**config.mk**
```make
export PLATFORM = sky130hd
export DESIGN_NAME = q2_sequencer
export DESIGN_NICKNAME = d
export VERILOG_FILES = /design/src/rtl/q2_sequencer.sv
export SDC_FILE = /design/constraint.sdc
export NUM_CORES = 1
export LEC_CHECK = 0
export CORE_MARGIN = 4
export CORE_UTILIZATION = 40
export CTS_CLUSTER_DIAMETER = 120
export DETAILED_ROUTE_END_ITERATION = 10
export PLACE_DENSITY = 0.82
export SYNTH_ARGS = -nofsm -noshare
export SYNTH_HDL_FRONTEND = slang
export SYNTH_SLANG_ARGS = --single-unit
```
**constraint.sdc**
```tcl
create_clock -name clk -period 3.35 [get_ports clk]
set_input_delay 0.8375 -clock clk [delete_from_list [all_inputs] [get_ports clk]]
set_output_delay 0.8375 -clock clk [all_outputs]
set_load 0.02 [all_outputs]
```
**src/rtl/q2_sequencer.sv**
```systemverilog
`default_nettype none
// ============================================================================
// Module   : q2_sequencer
// Purpose  : Instruction sequencer for the Q2 CPU. It holds the machine-state
//            bits s0-s3, the write-strobe phase ws, the opcode/deref
//            instruction latch and the carry flag. True and complement forms
//            of these feed the control decode stage. That stage returns
//            wrf/fout, which update the flag.
// Option   : `define Q2_SINGLE_STEP_EN adds the step port. A rising edge on
//            step, seen while stopped with run=0, executes exactly one
//            instruction.
// Ports    : clk, rst            - clock, synchronous active-high reset
//            run                 - run switch (level)
//            step                - single-step pulse (Q2_SINGLE_STEP_EN only)
//            dbus[7:0]           - data bus; opcode=dbus[6:4], deref=dbus[3]
//            wrf, fout           - flag write enable / new flag value
//            s0..s3, ns0..ns3    - state bits and complements
//            ws                  - 0 = phase A (read), 1 = phase B (write)
//            o0..o2, no0..no2    - latched opcode and complements
//            deref               - latched indirect bit
//            nf                  - inverted carry flag
//            running             - instruction in progress
// Revision : 1.0 - initial release
// ============================================================================
module q2_sequencer #(
  parameter int         ALU_STEPS = 3,
  parameter logic [2:0] SHIFT_OP  = 3'b110
) (
  input  logic       clk,
  input  logic       rst,
  input  logic       run,
`ifdef Q2_SINGLE_STEP_EN
  input  logic       step,
`endif
  input  logic [7:0] dbus,
  input  logic       wrf,
  input  logic       fout,
  output logic       s0,
  output logic       s1,
  output logic       s2,
  output logic       s3,
  output logic       ns0,
  output logic       ns1,
  output logic       ns2,
  output logic       ns3,
  output logic       ws,
  output logic       o0,
  output logic       o1,
  output logic       o2,
  output logic       no0,
  output logic       no1,
  output logic       no2,
  output logic       deref,
  output logic       nf,
  output logic       running
);

  // The encoding equals {s3,s2,s1,s0}, so the state register drives the
  // state outputs directly.
  typedef enum logic [3:0] {
    ST_FETCH = 4'b0000,
    ST_DEREF = 4'b0001,
    ST_LOAD  = 4'b0010,
    ST_EXEC  = 4'b0011,
    ST_ALU1  = 4'b0100,
    ST_ALU2  = 4'b1000,
    ST_ALU3  = 4'b1100
  } state_e;

  state_e     state_q, state_d;
  logic       ws_q, ws_d;
  logic [2:0] op_q, op_d;
  logic       deref_q, deref_d;
  logic       f_q, f_d;
  logic       active_q, active_d;
  logic       start;

  // Only the opcode and deref fields of the bus are used.
  logic       unused_dbus;
  assign unused_dbus = ^{dbus[7], dbus[2:0]};

`ifdef Q2_SINGLE_STEP_EN
  logic step_q;

  always_ff @(posedge clk) begin
    if (rst) step_q <= 1'b0;
    else     step_q <= step;
  end

  // A step edge starts execution only while stopped. When run is also
  // high, run takes over and execution continues.
  assign start = run | (~active_q & step & ~step_q);
`else
  assign start = run;
`endif

  always_ff @(posedge clk) begin
    if (rst) begin
      state_q  <= ST_FETCH;
      ws_q     <= 1'b0;
      op_q     <= 3'b000;
      deref_q  <= 1'b0;
      f_q      <= 1'b0;
      active_q <= 1'b0;
    end else begin
      state_q  <= state_d;
      ws_q     <= ws_d;
      op_q     <= op_d;
      deref_q  <= deref_d;
      f_q      <= f_d;
      active_q <= active_d;
    end
  end

  always_comb begin
    state_d  = state_q;
    ws_d     = ws_q;
    op_d     = op_q;
    deref_d  = deref_q;
    f_d      = f_q;
    active_d = active_q;

    if (!ws_q) begin
      // Phase A. FETCH phase A is the instruction boundary. The decision to
      // continue or stop is made here; the sequencer idles here when
      // stopped.
      if (state_q == ST_FETCH) begin
        active_d = start;
        ws_d     = start;
      end else begin
        ws_d = 1'b1;
      end
    end else begin
      // Phase B ends: this is the step edge.
      ws_d = 1'b0;
      if (wrf) f_d = fout;

      case (state_q)
        ST_FETCH: begin
          // Route on the fields being latched at this same edge.
          op_d    = dbus[6:4];
          deref_d = dbus[3];
          if (dbus[3])      state_d = ST_DEREF;
          else if (dbus[6]) state_d = ST_LOAD;
          else              state_d = ST_EXEC;
        end
        ST_DEREF: state_d = op_q[2] ? ST_LOAD : ST_EXEC;
        ST_LOAD:  state_d = ST_EXEC;
        ST_EXEC:  state_d = (op_q == SHIFT_OP) ? ST_ALU1 : ST_FETCH;
        ST_ALU1:  state_d = (ALU_STEPS > 1) ? ST_ALU2 : ST_FETCH;
        ST_ALU2:  state_d = (ALU_STEPS > 2) ? ST_ALU3 : ST_FETCH;
        ST_ALU3:  state_d = ST_FETCH;
        default:  state_d = ST_FETCH;
      endcase
    end
  end

  assign {s3, s2, s1, s0}     = state_q;
  assign {ns3, ns2, ns1, ns0} = ~state_q;
  assign ws                   = ws_q;
  assign {o2, o1, o0}         = op_q;
  assign {no2, no1, no0}      = ~op_q;
  assign deref                = deref_q;
  assign nf                   = ~f_q;
  assign running              = active_q;

endmodule
`default_nettype wire

```
### Word-level counts from Yosys, hierarchy flattened

Index checks and enable logic that the tools add are counted.
Widths: inputs -> output; s select.

* bits in registers: 11
* memory bits (read-only): 0
* input port bits: 13
* output and inout bits: 18
* memories kept: 0
* memory bits (writable): 0
* word-level logic and storage cells: 27
* bits in latches: 0

* add/sub/neg operators: 0
* multiply operators: 0
* reduce and logical (&&, ||, !) cells: 5
* div/mod/pow operators: 0
* multiplexer cells: 6
* bitwise logic cells: 4
* equality and inequality tests: 6
* magnitude comparators: 0
* shifts and indexed selects: 0

Operators with widths (count)
* $pmux 4 s6: 1
* $eq 4x2->1 const B: 2
* $reduce_and 2->1: 3
* $eq 4x1->1 const B: 1
* $eq 4x3->1 const B: 1
* $eq 4x4->1 const B: 1
* $logic_not 4->1: 1
* $not 4->4: 1
* $eq 3x3->1 const B: 1
* $mux 1: 3
* $mux 3: 1
* $not 3->3: 1
* $mux 2: 1
* $not 1->1: 2
* $reduce_or 2->1: 1

### Depth between registers and ports, before layout

Gate-level depths: netlist of run 1.

* depth after elaboration: 3
* mapped depth: 4
* gate-level depth less buffers: 3

### Worst setup path before layout of run 1

Ideal clock, no wire load.

* path kind: reg2out
* from: register state_q[0]
* to: output ns0
* cell stages (with the launch flop): 3
* setup slack: 1.747 ns
* arrival time: 0.766 ns
* buffers on the path: 1
* data required time: 2.513 ns
* cell sequence: dfxtp_1 buf_4 inv_1

* cells in the longest elaborated chain, start to end: 1

Ends and longest elaborated chain
* start: declaration: RTL line 70 `state_e state_q, state_d;`
* start signal: assignment: RTL line 106 `state_q <= state_d;`
* $not 4->4: RTL line 159 `assign {ns3, ns2, ns1, ns0} = ~state_q;`
* end: declaration: RTL line 42 `output logic ns0,`

Every way passes these cells.

### Worst setup path in the final report of run 1

* from: register state_q[0]
* to: output s0

RTL lines
* end: declaration: RTL line 38 `output logic s0,`

No word-level cell between the ends.

==> results.py, run 1 <==
metrics = {
    "status": {
        "outcome": "finished, final reports clean",
    },
    "clocking": {
        "clk-insertion-delay-late_ps": 280,
        "post-cts-setup-buffers": 0,
        "clk_pin_slew_ps": 80,
        "hold_buffers": 0,
        "cts_root_buf": "clkbuf_4",
        "cts_tree": "done",
        "h-tree-depth": 1,
        "numCtsBuffers": 3,
        "cts_resized": 0,
        "clock_sinks": 11,
        "cts_buffer_depth": 2,
    },
    "drt": {
        "drtPass1Iterations": 4,
        "drt_iter0_markers": 20,
        "wl_um": 1590,
        "num_vias": 606,
        "drc": 0,
        "ant_nets": 0,
        "wl_per_cell_um": 14.7,
        "drt-vias-per-instance": 5.61,
    },
    "synthesis": {
        "synth_area_leader_cell": "dfxtp_1",
        "synthTopCellsByArea": "dfxtp_1 (39%), inv_1 (5.9%), a21oi_1 (5.3%)",
        "synth-edff-count": 0,
        "synth_nets": 81,
        "avgSynthCellArea_um2": 8.41,
        "synthFlopType": "dfxtp_1",
        "ys_seq_area_share_pct": 38.5,
        "netlist_area_um2": 572,
        "yosysMostFrequentCell": "dfxtp_1",
        "synth.distinct_cells": 24,
        "syn_inst": 68,
        "ys_top_cells_by_count": "dfxtp_1 (11), inv_1 (9), a21oi_1 (6), o21ai_0 (6)",
        "async_flop_share_pct": 0,
        "yosysWarnings": 0,
        "synth.top_cell.area_share_pct": 38.5,
        "ys_ff_latch": 11,
    },
    "global_routing": {
        "track_usage_pct": 16.6,
        "grt_pass1_wl_um": 2430,
        "grt-ovfl-total": 0,
        "antenna_found_initial": 0,
        "grt_max_degree": 14,
        "first_global_vias": 513,
    },
    "worst_setup_path": {
        "critPathTopFamily": "buffers and inverters",
        "crit_type": "register to output port",
        "cp-start-kind": "register",
        "critPathMaxFanout": 13,
        "cp.required_ps": 2510,
        "crit_path_top_delay_cell": "clkdlybuf4s50_1",
        "endpoint_kind": "output port",
        "crit_path_cell_trace": "clkdlybuf4s50_1",
        "worstPathArrival_ps": 1590,
        "slowest_delay_ps": 700,
        "cp_num_buf_inv": 1,
    },
    "place": {
        "gp_congestion": 0.794,
        "post-dp-hpwl_um": 1130,
        "dpl_cell_area_um2": 817,
        "dp.cells": 104,
        "port_buffers": 26,
        "pre_cts_ws_ps": 1240,
    },
    "sta": {
        "worst_pin_slew_ps": 446,
        "maxSlewViolCount": 0,
        "fin_ws_ps": 926,
        "rsz0062_at_grt": "no",
        "finClkSkew_ps": 8.14,
        "final.setup.tns_ps": 0,
        "setup_viol": 0,
        "max_freq_mhz": 413,
        "maxSlewHeadroom_pct": 70.2,
        "min_period_over_period_pct": 72.4,
        "hold_violations": 0,
        "fin_crit_ps": 2420,
    },
    "die": {
        "core_um2": 1320,
        "row_count": 13,
        "initial_core_util_pct": 43.4,
        "design.die.area_um2": 2100,
        "die_y_um": 45.8,
        "dieWidth_um": 45.8,
        "ioPinCount": 31,
    },
    "pwr": {
        "p_leak_uw": 0.000291,
        "p_per_area_nw_per_um2": 405,
        "ir_drop_mv": 0.207,
    },
    "cells_and_area": {
        "diodes": 0,
        "area_growth_pct": 47.5,
        "final_nets": 107,
        "postLayoutCellArea_um2": 843,
        "fin_util_pct": 64.0,
        "fin_cells": 108,
        "drive_above_1_share_pct": 5.38,
    },
    "worst_hold_path": {
        "hp-class": "register to register",
    },
    "flow_run": {
        "maxCapViolations": 0,
    },
}
[through the flow]
| step | power (µW) | hold slack [ps] |
|---|---|---|
| after floorplan | 206 | 436 |
| after global placement | 245 | 443 |
| after detailed placement | 247 | 449 |
| after CTS | 340 | 459 |
| after global routing | 356 | 484 |
| final | 341 | 458 |
[power breakdown]
part / internal, µW / switching, µW / total, µW
clock: 46.2 / 50.3 / 96.5
sequential: 140 / 16.8 / 157
combinational: 46.9 / 40.9 / 87.8
total: 233 / 108 / 341
[area by class of cell]
type / instances / area [µm²]
fill: 121 / 474
multi-input combinational: 43 / 284
timing repair buffer: 26 / 260
sequential: 11 / 220
inverter: 9 / 33.8
clock buffer: 4 / 26.3
tap: 15 / 18.8
[cells in the final DEF (no fill, tap or decap)]
| cell | n |
|---|---|
| clkdlybuf4s50_1 | 26 |
| dfxtp_1 | 11 |
| inv_1 | 9 |
| o21ai_0 | 6 |
| a21oi_1 | 6 |
| nand3_1 | 5 |
| nand2_1 | 5 |
| nor2_1 | 4 |
| clkbuf_4 | 3 |
| o31ai_1 | 2 |
| o41ai_1 | 2 |
| or4b_1 | 2 |
| nor4b_4 | 1 |
| or4b_4 | 1 |
| a22oi_1 | 1 |
| or2_1 | 1 |
| o41a_1 | 1 |
| nand4b_1 | 1 |
| nor2b_1 | 1 |
| maj3_1 | 1 |
| a32o_1 | 1 |
| a221oi_1 | 1 |
| nand4_1 | 1 |
| clkbuf_1 | 1 |
[routing by layer]
layer	global-route usage, %	part of all wire (%)
met4	8.52	3.6
met5	0	0
met3	3.95	10
met1	19.3	40
met2	27.9	46
[sequential cells by signal (all words and copies together) (netlist names)]
name	count
state_q	4
op_q	3
deref	1
f_q	1
running	1
ws	1
[path summary, 6_finish.rpt]
check / from / to / slack [ps] / depth (start not counted)
hold reg to reg: f_q / f_q / 460 / 2
setup / recovery: state_q[0] / s0 / 930 / 1
hold / removal: f_q / f_q / 460 / 2
setup reg to reg: state_q[0] / state_q[2] / 1840 / 3
[logic make-up after synthesis]
group / count (synthesis) / share of synthesized area, %
compound gates: 20 / 22.8
flops: 11 / 38.5
fa+ha+maj: 1 / 1.75
buf+inv: 14 / 11.8
simple gates: 22 / 25.2
No activity file was read; power rests on OpenSTA's default activity.
==> inputs of run 2 (changes only) <==
CORE_UTILIZATION = 37   (was 40)
PLACE_DENSITY = 0.77   (was 0.82)
clock period = 2.5 ns   (was 3.35 ns; I/O delays follow)
==> run 2 against run 1 <==
Clock power is 32% higher. Highest routed layer unchanged. Combinational power is 32% higher. Global-route usage is 0.65 points lower. Critical path type unchanged. Critical endpoint is now ns2. Largest cell class unchanged.
==> results.py, run 2 (same netlist as run 1, synthesis figures left out) <==
metrics = {
    "cells_and_area": {
        "nFillCells": 128,
        "diodes": 0,
        "area_growth_pct": 47.7,
        "largest_reg_flops": 4,
        "drive_above_1_share_pct": 6.45,
        "final_nets": 107,
        "layout_commonest_cell": "clkdlybuf4s50_1",
        "layout_common_cells": "clkdlybuf4s50_1 (26), dfxtp_1 (11), inv_1 (9), o21ai_0 (6), a21oi_1 (6)",
        "regMostFlops": "state_q",
        "reg.largest.list": "state_q: 4 flops, op_q: 3 flops",
    },
    "die": {
        "design.die.area_um2": 2240,
        "initial_core_util_pct": 41.4,
        "core_um2": 1380,
        "ioPinCount": 31,
        "dieWidth_um": 47.3,
        "die_y_um": 47.3,
        "row_count": 13,
    },
    "sta": {
        "holdWs_ps": 467,
        "max_freq_mhz": 453,
        "worst_pin_slew_ps": 454,
        "maxSlewHeadroom_pct": 69.7,
        "final.setup.tns_ps": 0,
        "finClkSkew_ps": 6.51,
        "fin_crit_ps": 2210,
        "rsz0062_at_grt": "no",
        "min_period_over_period_pct": 88.2,
        "maxSlewViolCount": 0,
        "setup_viol": 0,
        "hold_violations": 0,
    },
    "clocking": {
        "h-tree-depth": 1,
        "post-cts-setup-buffers": 0,
        "cts_buffer_depth": 2,
        "clock_sinks": 11,
        "clk-insertion-delay-late_ps": 270,
        "cts_root_buf": "clkbuf_4",
        "numCtsBuffers": 3,
        "cts_tree": "done",
        "clk_pin_slew_ps": 80,
        "cts_resized": 0,
        "hold_buffers": 0,
    },
    "global_routing": {
        "first_global_vias": 544,
        "track_usage_pct": 15.9,
        "grt_pass1_wl_um": 2500,
        "grt_max_degree": 14,
        "grt-ovfl-total": 0,
        "antenna_found_initial": 0,
    },
    "worst_setup_path": {
        "cp-start-kind": "register",
        "rr_startpoint": "ws",
        "reg2regPathDepth": 3,
        "cp.required_ps": 1880,
        "critPathMaxFanout": 12,
        "rr_endpoint": "op_q[1]",
        "worstPathArrival_ps": 1580,
        "crit_type": "register to output port",
        "endpoint_kind": "output port",
        "r2r_slack_ps": 990,
    },
    "worst_hold_path": {
        "min_to": "f_q",
        "whs_path_depth": 2,
        "min_from": "f_q",
        "hp-class": "register to register",
    },
    "drt": {
        "drt-vias-per-instance": 5.44,
        "wl_per_cell_um": 14.0,
        "drtPass1Iterations": 4,
        "wl_um": 1510,
        "drc": 0,
        "drt_iter0_markers": 17,
        "ant_nets": 0,
        "num_vias": 587,
    },
    "pwr": {
        "ir_drop_mv": 0.245,
        "p_leak_uw": 0.000294,
        "p_per_area_nw_per_um2": 538,
    },
    "place": {
        "post-dp-hpwl_um": 1110,
        "port_buffers": 26,
        "gp_congestion": 0.753,
    },
    "flow_run": {
        "maxCapViolations": 0,
    },
    "status": {
        "outcome": "finished, final reports clean",
    },
}
==> run 2: worst max-delay path, stage by stage (launching register included) <==
cell	delay (ps)
dfxtp_1	530
inv_1	200
clkdlybuf4s50_1	580
==> run 2: layout make-up <==
cell class | count | area [µm²] | share of cell area [%]
repair buffers | 26 | 260 | 30.8
flip-flops and latches | 11 | 220 | 26.1
clock inverters | 1 | 5.00 | 0.593
well taps | 15 | 18.8 | 2.22
inverters | 9 | 33.8 | 4.00
multi-input cells | 43 | 284 | 33.6
clock buffers | 3 | 22.5 | 2.67
==> run 2: worst max-delay path by stage <==
stage,slack (ps),start,end
after floorplan,1020,state_q[2],state_q[2]
after global placement,600,state_q[2],ns2
after detailed placement,590,state_q[2],ns2
after CTS,280,state_q[2],ns2
after global routing,170,state_q[2],ns2
final,290,state_q[2],ns2
==> run 2: metrics by stage <==
stage	power, µW	worst slack (ps)	cells	area (µm²)	util (%)
after floorplan	277	1020	68	572	-
after global placement	330	605	104	817	59.1
after detailed placement	331	587	104	817	59.1
after CTS	459	276	108	845	61.1
after global routing	479	165	108	845	61.1
final	454	294	108	845	61.1
==> run 2: power by group <==
group	total, µW	internal [µW]	leakage (µW)	switching, µW
registers	211	188	0.0000899	23.1
logic	116	62.8	0.000186	53.7
clock network	127	59.2	0.0000177	67.7
==> run 2: metal layers <==
layer | wire length, µm | up-vias | part of all wire, % | GRT usage [%]
met3 | 92 | 2 | 6.1 | 4.21
met1 | 721 | 270 | 48 | 21.7
li1 | - | 294 | - | -
met5 | 0 | - | 0 | 0
met4 | 13 | 0 | 0.86 | 8.29
met2 | 679 | 21 | 45 | 22.7
